`src/rtl/arb_pkg.sv`:
```
// Shared types and constants for the round-robin mux-select arbiter.
package arb_pkg;

    // Number of requesters and the matching mux select width.
    localparam int unsigned NUM_REQ = 4;
    localparam int unsigned SEL_W   = 2;

    // Arbiter state encodings.
    typedef logic [1:0] state_t;
    localparam state_t IDLE = 2'd0;
    localparam state_t HOLD = 2'd1;
    localparam state_t GAP  = 2'd2;

    // One-hot grant vector for a select index.
    function automatic logic [NUM_REQ-1:0] onehot(input logic [SEL_W-1:0] idx);
        onehot = NUM_REQ'(1) << idx;
    endfunction

endpackage

```
`src/rtl/rr_select_arbiter_pick.sv`:
```
// Rotating-priority encoder: first set request after 'last', wrapping to 'last' itself.
module rr_pick
    import arb_pkg::*;
(
    input  logic [NUM_REQ-1:0] req,
    input  logic [SEL_W-1:0]   last,
    output logic [SEL_W-1:0]   idx,
    output logic               any
);

    logic [SEL_W-1:0] cand;

    // Scan from the farthest candidate back to last+1 so the nearest set bit wins.
    always_comb begin
        idx  = '0;
        cand = last;
        any  = |req;
        for (int k = NUM_REQ; k >= 1; k--) begin
            cand = last + SEL_W'(k);
            if (req[cand]) begin
                idx = cand;
            end
        end
    end

endmodule

```
`src/rtl/rr_select_arbiter.sv`:
```
// Round-robin arbiter driving the registered select of a downstream 4:1 mux.
// Grants one source at a time, releases on request drop, done or hold timeout,
// and inserts one settle cycle between tenures.
module rr_select_arbiter
    import arb_pkg::*;
#(
    parameter int unsigned MAX_HOLD = 8,
    parameter int unsigned CNT_W    = 4
) (
    input  logic               clk,
    input  logic               rst_n,
    input  logic [NUM_REQ-1:0] req,
    input  logic               done,
    output logic [SEL_W-1:0]   select,
    output logic [NUM_REQ-1:0] grant,
    output logic               valid,
    output logic               timeout
);

    // Timeout enable and the counter value on the final cycle of a tenure.
    localparam bit               TO_EN     = (MAX_HOLD != 0);
    localparam logic [CNT_W-1:0] HOLD_LAST = CNT_W'((MAX_HOLD == 0) ? 0 : (MAX_HOLD - 1));

    state_t           state;
    logic [CNT_W-1:0] hold_cnt;
    logic [SEL_W-1:0] last;

    logic [SEL_W-1:0] pick_idx;
    logic             pick_any;
    logic             owner_req;
    logic             hold_expired;
    logic             release_c;
    logic             timeout_only;

    // Next owner under rotating priority, starting after the previous owner.
    rr_pick u_pick (
        .req  (req),
        .last (last),
        .idx  (pick_idx),
        .any  (pick_any)
    );

    // Release conditions while holding; timeout only flags a release nothing else caused.
    always_comb begin
        owner_req    = req[select];
        hold_expired = TO_EN && (hold_cnt == HOLD_LAST);
        release_c    = !owner_req || done || hold_expired;
        timeout_only = hold_expired && owner_req && !done;
    end

    // Arbiter FSM with all outputs registered.
    always_ff @(posedge clk or negedge rst_n) begin
        if (!rst_n) begin
            state    <= IDLE;
            select   <= '0;
            grant    <= '0;
            valid    <= 1'b0;
            timeout  <= 1'b0;
            hold_cnt <= '0;
            last     <= SEL_W'(NUM_REQ - 1);
        end else begin
            timeout <= 1'b0;
            case (state)
                IDLE, GAP: begin
                    if (pick_any) begin
                        grant    <= onehot(pick_idx);
                        select   <= pick_idx;
                        valid    <= 1'b1;
                        hold_cnt <= '0;
                        state    <= HOLD;
                    end else begin
                        state    <= IDLE;
                    end
                end
                HOLD: begin
                    if (release_c) begin
                        // select is left alone so the mux input does not glitch.
                        grant   <= '0;
                        valid   <= 1'b0;
                        last    <= select;
                        timeout <= timeout_only;
                        state   <= GAP;
                    end else if (hold_cnt != '1) begin
                        hold_cnt <= hold_cnt + CNT_W'(1);
                    end
                end
                default: begin
                    grant <= '0;
                    valid <= 1'b0;
                    state <= IDLE;
                end
            endcase
        end
    end

endmodule
```
`config.mk`:
```
export PLATFORM = sky130hd
export DESIGN_NAME = rr_select_arbiter
export DESIGN_NICKNAME = d
export VERILOG_FILES = /design/src/rtl/arb_pkg.sv /design/src/rtl/rr_select_arbiter_pick.sv /design/src/rtl/rr_select_arbiter.sv
export SDC_FILE = /design/constraint.sdc
export NUM_CORES = 1
export LEC_CHECK = 0
export ABC_CLOCK_PERIOD_IN_PS = 1880
export CAP_MARGIN = 10
export CORE_AREA = 2 2 44 46
export DETAILED_ROUTE_END_ITERATION = 7
export DIE_AREA = 0 0 46 48
export HOLD_SLACK_MARGIN = 0.02
export PLACE_DENSITY_LB_ADDON = 0.2
export SYNTH_ARGS = -nofsm -noshare
export SYNTH_HDL_FRONTEND = slang
export SYNTH_SLANG_ARGS = --single-unit
```
`constraint.sdc`:
```
create_clock -name clk -period 1.88 [get_ports clk]
set_input_delay 0.188 -clock clk [delete_from_list [all_inputs] [get_ports clk]]
set_output_delay 0.188 -clock clk [all_outputs]
set_load 0.1 [all_outputs]
```
==> results of run 1 <==
-- power groups by stage --
stage | Combinational [mW] | Sequential, mW | Clock (mW)
after global placement | 1.11 | 0.604 | 0
final | 1.12 | 0.608 | 0.234
after detailed placement | 1.12 | 0.617 | 0
after global routing | 1.18 | 0.627 | 0.250
after CTS | 1.12 | 0.610 | 0.238
after floorplan | 0.339 | 1.06 | 0
-- sequential cells by signal, summed over array words and instances (netlist names) --
signal,count
grant,4
select,2
state,2
timeout,1
valid,1
hold_cnt,4
last,2
-- through the flow --
stage                     TNS (ps)  area, µm²  power [mW]
after floorplan                  0      809.5       1.404
after global placement           0       1022       1.710
final                            0       1059       1.963
after CTS                        0       1059       1.970
after detailed placement    -67.47       1022       1.734
after global routing             0       1059       2.060
-- layer usage --
metal,GRT usage,up-vias,part of all wire
li1,-,335,-
met1,0.2482,341,0.46
met2,0.3056,18,0.49
met3,0.02264,4,0.038
met4,0.09143,0,0.014
met5,0,-,0
-- worst max-delay path by stage --
stage                                         end                  start  depth (start not counted)  slack (ps)
final                     hold_cnt[3]$_DFFE_PN0P_  select[0]$_DFFE_PN0P_                          4          70
after detailed placement  hold_cnt[3]$_DFFE_PN0P_                   done                          5         -70
after global routing      hold_cnt[3]$_DFFE_PN0P_  select[0]$_DFFE_PN0P_                          4          30
after floorplan           hold_cnt[3]$_DFFE_PN0P_  select[0]$_DFFE_PN0P_                          4          10
after CTS                 hold_cnt[3]$_DFFE_PN0P_  select[0]$_DFFE_PN0P_                          4          80
after global placement    hold_cnt[3]$_DFFE_PN0P_                   done                          5          20
-- final cells by class --
class	count	area, µm²
inverters	3	11.26
multi-input cells	57	386.6
flip-flops and latches	16	407.9
fillers	146	630.6
well taps	17	21.27
repair buffers	24	195.2
clock buffers	4	36.28
-- cell families (layout without fill, tap and decap cells) --
logic type,count (synthesis),after routing,share of synthesized area
simple gates,30,30,0.2051
compound gates,20,20,0.1735
flops,16,16,0.5079
mux,6,6,0.07886
buf+inv,4,31,0.01892
fa+ha+maj,1,1,0.01577
-- cells in the final DEF (no fill, tap or decap), types with 2 or more instances in the layout --
| cell | n |
|---|---|
| sky130_fd_sc_hd__a21oi_1 | 4 |
| sky130_fd_sc_hd__a22o_1 | 2 |
| sky130_fd_sc_hd__buf_4 | 18 |
| sky130_fd_sc_hd__clkbuf_4 | 3 |
| sky130_fd_sc_hd__clkdlybuf4s50_1 | 6 |
| sky130_fd_sc_hd__dfrtp_1 | 12 |
| sky130_fd_sc_hd__dfstp_2 | 2 |
| sky130_fd_sc_hd__inv_1 | 3 |
| sky130_fd_sc_hd__mux2i_1 | 4 |
| sky130_fd_sc_hd__nand2_1 | 6 |
| sky130_fd_sc_hd__nand2b_1 | 8 |
| sky130_fd_sc_hd__nand3_1 | 2 |
| sky130_fd_sc_hd__nor2_1 | 5 |
| sky130_fd_sc_hd__o21ai_0 | 2 |
| sky130_fd_sc_hd__o21ai_1 | 3 |
| sky130_fd_sc_hd__o2bb2ai_1 | 2 |
| sky130_fd_sc_hd__or2_1 | 2 |
-- critical path: cells and delay by family (launching register included) --
kind	cells	cell delay [ps]
AND/OR/NAND/NOR	2	860
AO/OA/AOI/OAI	2	370
flip-flops	1	520
==> results summary, run 1 <==
Entering global routing, the biggest net connects 17 pins. The cell taking the most area after synthesis is sky130_fd_sc_hd__dfrtp_1. The average cell area after synthesis is 10.30 µm².

The tightest min-delay check is of the in -> async type. For this design, the CTS-stage hold fixing added 0 buffers. Including well taps, the total number of placed cells is 117. The proportion of power drawn by combinational gates came out at 0.571. The slowest stage of the critical path is the sky130_fd_sc_hd__dfrtp_4 cell. Sorting the synthesized cells by how often they occur yields sky130_fd_sc_hd__dfrtp_1 (14), sky130_fd_sc_hd__nand2b_1 (8), sky130_fd_sc_hd__nand2_1 (6). The upper clock frequency limit is around 0.55 GHz. The number of antenna repair diodes came out at 0.

Traced cell by cell, the critical path runs through or4b_1 > o32a_4 > or3_1 > a21oi_1. On the worst path, the slowest cell contributes a delay of about 520 ps. The worst reg-to-reg path cell count came out at 4.

The total leakage power came out at between 0.4 and 0.5 nW. The terminus of the critical flop-to-flop path is hold_cnt[3]$_DFFE_PN0P_. The I/O pin count is 15. The remaining number of nets flagged by the antenna check after routing came out at 0.

The number of standard cells in the final layout excluding fillers came out at about 120. The worst setup path is launched from a flip-flop. The count of yosys warnings during synthesis came out at 0. The first detailed-routing pass ran for 4 iterations. The number of DRC violations after detailed-routing iteration 0 came out at 14. The final number of hold-violating endpoints is 0. The global-route wire length before repair is around 2.9 mm. Setup violations remaining at the end of the flow were counted as 0. The number of pins exceeding their max-slew limit in the final report came out at 0.

The most common cell in the synthesized netlist is sky130_fd_sc_hd__dfrtp_1. The top cell type's share of synthesized area is 0.4416. The clock network fraction of design power is 0.119.

The starting utilization of the core area came out at 0.4696. The register-to-register path setup slack came out at roughly 75 ps. The run finished with clean final reports. Global routing finished with a remaining overflow of 0.

Once routing completed, OpenROAD measured the worst setup slack at approximately 75 ps. The final core area utilization came out at 0.6267. The area of the die came out at ~2200 µm². The share of flip-flops with an asynchronous set or reset came out at 1.000.

The number of antenna violations at the first check in global routing came out at 0. The number of CTS-inserted buffers is 3. The clock transition time at the flip-flop clock pins of the worst setup and hold paths came out at about 100 ps.

The critical path data required time is roughly 2100 ps. The number of enable-type register cells in the synthesized netlist came out at 0. The design internal power came out at ~0.97 mW.

Dividing total power by cell area gives a power density of between 1500 and 2000 nW/µm². Of the total power, registers draw 0.310. The count of maximum capacitance violations came out at 0. The worst setup timing slack at the placement stage came out at -65.91 ps. The dominant register cell in the synthesized netlist is sky130_fd_sc_hd__dfrtp_1. The final critical delay including setup and external delays came out at roughly 1800 ps. Synthesis handed over a netlist of 77 instances. The final layout contains 113 nets.

The worst slew margin relative to its limit came out at 0.7017. The peak supply drop came out at approximately 0.0014 V. Along the worst path, the maximum fanout reaches 6.

The core region area is roughly 1700 µm². The fraction of layout instances using a drive strength above 1 came out at 0.2788. The transition time of the tightest slew-check pin is around 440 ps. The post-route clock period utilization came out at 0.9602. Clock latency on the worst-skew pair, taken at its later pin, is 290 ps. CTS saw 16 sinks. Setup repair after global routing left no endpoint under its margin.

The root buffer selected by CTS is sky130_fd_sc_hd__clkbuf_4. The mapped netlist covers slightly below 800 µm². The switching portion of total power came out at 0.5076. The overall routed net length came out at between 1.5 and 2 mm. The relative area change from synthesis to final layout came out at 33.44%. The number of nets handed over by synthesis was 85. The number of vias per cell after detailed routing is 5.769. In this run the core area contains 15 standard-cell rows.

Ranked by total cell area, the synthesized netlist is headed by sky130_fd_sc_hd__dfrtp_1 (44%), sky130_fd_sc_hd__dfstp_2 (6.6%), sky130_fd_sc_hd__nand2b_1 (6.3%), sky130_fd_sc_hd__mux2i_1 (5.0%), sky130_fd_sc_hd__nand2_1 (2.8%). The net switching power came out at between 0.9 and 1 mW. The number of distinct library cells after synthesis came out at 32. The worst register-to-register path begins at select[0]$_DFFE_PN0P_.

The die width is around 46 µm. The average wire length per cell after detail routing came out at 15.09 µm. Once the clock tree was built, the setup fixing pass inserted 0 buffers.

The tightest hold margin came out at approximately 210 ps. The critical setup path kind is reg -> reg. The global routing usage summed across all routing layers came out at 0.1876.

The placer congestion estimate is 0.7384. The synthesized design contains 16 register bits. Across all layers, the routed design uses 698 vias. TritonCTS built the clock tree. The share of the Yosys chip area taken by registers is 0.5079.

The buffer levels on the longest clock path is 2. The clock arrives with approximately 6.3 ps of skew. The number of H-tree levels is 1. The placed wire-length estimate came out at about 1.4 mm. The data arrival time at the worst-slack endpoint is approximately 2000 ps. The die is 48 µm tall. Once the clock tree was built, the resizer swapped 0 gates to a different size. The worst setup path is captured at a flip-flop. The post-route DRC violation count came out at 0. The number of global-route vias before repair is between 600 and 700. The count of buffers added on input and output ports is 14.
No activity file was read; power rests on OpenSTA's default activity.
==> run 2, diff against run 1 <==
--- a/config.mk
+++ b/config.mk
@@ -10,6 +10,7 @@
 export CORE_AREA = 2 2 44 46
 export DETAILED_ROUTE_END_ITERATION = 7
 export DIE_AREA = 0 0 46 48
+export GPL_TIMING_DRIVEN = 0
 export HOLD_SLACK_MARGIN = 0.02
 export PLACE_DENSITY_LB_ADDON = 0.2
 export SYNTH_ARGS = -nofsm -noshare
==> results summary, run 2 (synthesis gave the netlist of run 1 again) <==
The power density over the cells came out at approximately 1800 nW/µm². At the worst endpoint, the required time is between 1500 and 2000 ps. The maximum number of pins on one net before global-route repair is 17. 0 antenna diodes ended up in the layout. The data arrival time at the worst-slack endpoint is 1600 ps.

The number of pins exceeding their max-slew limit in the final report is 0. For this design the static power due to leakage is ~0.46 nW. The count of buffers added on input and output ports is 14. The detail route stage leaves a number of antenna-violating nets equal to 0. The final critical delay including setup and external delays came out at around 1800 ps.

The dominant delay contributor by cell family on the critical path is buffers and inverters. The number of nets at the end of the flow came out at between 100 and 150. The terminus of the critical flop-to-flop path is hold_cnt[3]$_DFFE_PN0P_. The largest registers in the layout are grant: 4 flops, hold_cnt: 4 flops. The relative area change from synthesis to final layout is 26.97%.

In this run the number of cells on the critical path is 1. The vias after detailed routing came out at approximately 650. The final number of hold-violating endpoints is 0. The number of cells on the worst reg-to-reg path is 4. On the final layout, the worst hold slack is 317.3 ps.

The critical setup path kind is reg -> out. Dividing the final minimum period by the clock period gives 0.9487. The leftover overflow at the end of global routing came out at 0.

The overall routed net length came out at around 1.6 mm. The root buffer selected by CTS is sky130_fd_sc_hd__clkbuf_4. The buffer and inverter count on the worst path came out at 1.

TritonCTS built the clock tree. The placer congestion estimate came out at between 0.7 and 0.8. The worst slew margin relative to its limit came out at 0.3472.

The fraction of layout instances using a drive strength above 1 is 0.1368. The upper clock frequency limit is between 0.5 and 0.6 GHz. The post-route DRC violation count is 0.

The critical path capture point type is an output pin. The final core area utilization came out at 0.5963. The global routing usage summed across all routing layers is 0.1763. The number of vias per cell after detailed routing came out at slightly below 6. In the layout the commonest cells are sky130_fd_sc_hd__dfrtp_1 (12), sky130_fd_sc_hd__nand2b_1 (8), sky130_fd_sc_hd__dlygate4sd2_1 (8). Clock skew on the completed layout was measured at ~1.9 ps. The starting utilization of the core area came out at 0.4696. The count of standard-cell rows is 15. Once detailed placement completed, the half-perimeter wirelength came to 1.154 mm. The min-delay analysis places its worst path in the category in -> async.

The iteration count of the initial detailed-routing pass is 4. The register-to-register path setup slack came out at between 90 and 100 ps. Across the run, the number of max-cap violations was 0.

Setup repair after global routing left no endpoint under its margin. The die width is around 46 µm. The worst register-to-register path begins at select[0]$_DFFE_PN0P_. The clock passes through at most 2 buffers. The number of DRC violations after detailed-routing iteration 0 came out at 26. The clock transition time at the flip-flop clock pins of the worst setup and hold paths came out at around 100 ps. The number of global-route vias before repair came to around 580. The peak supply drop is 0.0008757 V.

For the pin with the worst max-slew slack, the measured transition is between 900 and 1000 ps. The slowest cell on the critical path is sky130_fd_sc_hd__dlygate4sd2_1. The global-route wire length before repair came out at 2.594 mm.

The area of the die came out at roughly 2200 µm². The number of sinks on the clock net came out at 16. In this run the number of H-tree levels came out at 1. The latest clock arrival within the worst-skew pair came out at 290 ps. The number of CTS-inserted buffers came out at 3. For this design the top-level I/O count stands at 15.

The average wire length per cell after detail routing is about 15 µm. The signal on the critical path passes through dlygate4sd2_1. Buffers inserted to repair hold after CTS numbered 0. The cell area after placement came out at between 900 and 1000 µm². The worst-path maximum fanout is 6. The type of origin of the critical path is a flip-flop. In this run the vertical extent of the chip is 48 µm.

The setup-violating endpoint count in the final report came out at 0. The finished cells cover 1007 µm². Before CTS, the worst setup slack after placement is -202.8 ps.

The commonest non-fill, non-tap cell in the layout is sky130_fd_sc_hd__dfrtp_1. The maximum single-stage delay on the critical path came out at 860 ps. The post-route worst setup slack is about 96 ps.

In this run the post-CTS setup repair buffer count came out at 0. The region available for standard cell placement spans ~1700 µm². The number of antenna violations at the first check in global routing came to 0. The design draws 1.837 mW.

The run finished with clean final reports.
## run 2: metal layers
metal / part of all wire / vias to the layer above / GRT usage
li1: - / 320 / -
met1: 0.47 / 307 / 0.2212
met2: 0.45 / 18 / 0.2667
met3: 0.051 / 4 / 0.03396
met4: 0.027 / 0 / 0.1371
met5: 0 / - / 0
## run 2: worst max-delay path by stage
stage                                         end                   from
final                                   select[0]  select[0]$_DFFE_PN0P_
after floorplan           hold_cnt[3]$_DFFE_PN0P_  select[0]$_DFFE_PN0P_
after global routing      hold_cnt[3]$_DFFE_PN0P_  select[0]$_DFFE_PN0P_
after global placement       grant[1]$_DFFE_PN0P_                 req[1]
after detailed placement     grant[1]$_DFFE_PN0P_                 req[1]
after CTS                    grant[1]$_DFFE_PN0P_  select[0]$_DFFE_PN0P_
## run 2: metrics by stage
| stage | std cells | TNS, ps |
|---|---|---|
| after floorplan | 77 | 0 |
| after global placement | 108 | -539.2 |
| after detailed placement | 108 | -789.9 |
| after CTS | 112 | 0 |
| after global routing | 112 | 0 |
| final | 112 | 0 |
## run 2: cell type report
type / instances / area (µm²)
fillers: 152 / 681.9
flip-flops and latches: 16 / 407.9
multi-input cells: 57 / 396.6
repair buffers: 14 / 130.1
clock buffers: 4 / 36.28
well taps: 17 / 21.27
inverters: 3 / 11.26
plain buffers: 1 / 3.754
## run 2: where the power goes
part	internal, mW	leakage [nW]	switching, mW
logic	0.268	0.234	0.742
clock network	0.118	0.0210	0.113
registers	0.490	0.201	0.106
## run 2: timing repair
item / 4_1_cts / 5_1_grt
setup endpoints to repair: 8 / 2
endpoints found under the hold margin: 0 / 0
resized for setup: 8 / 2
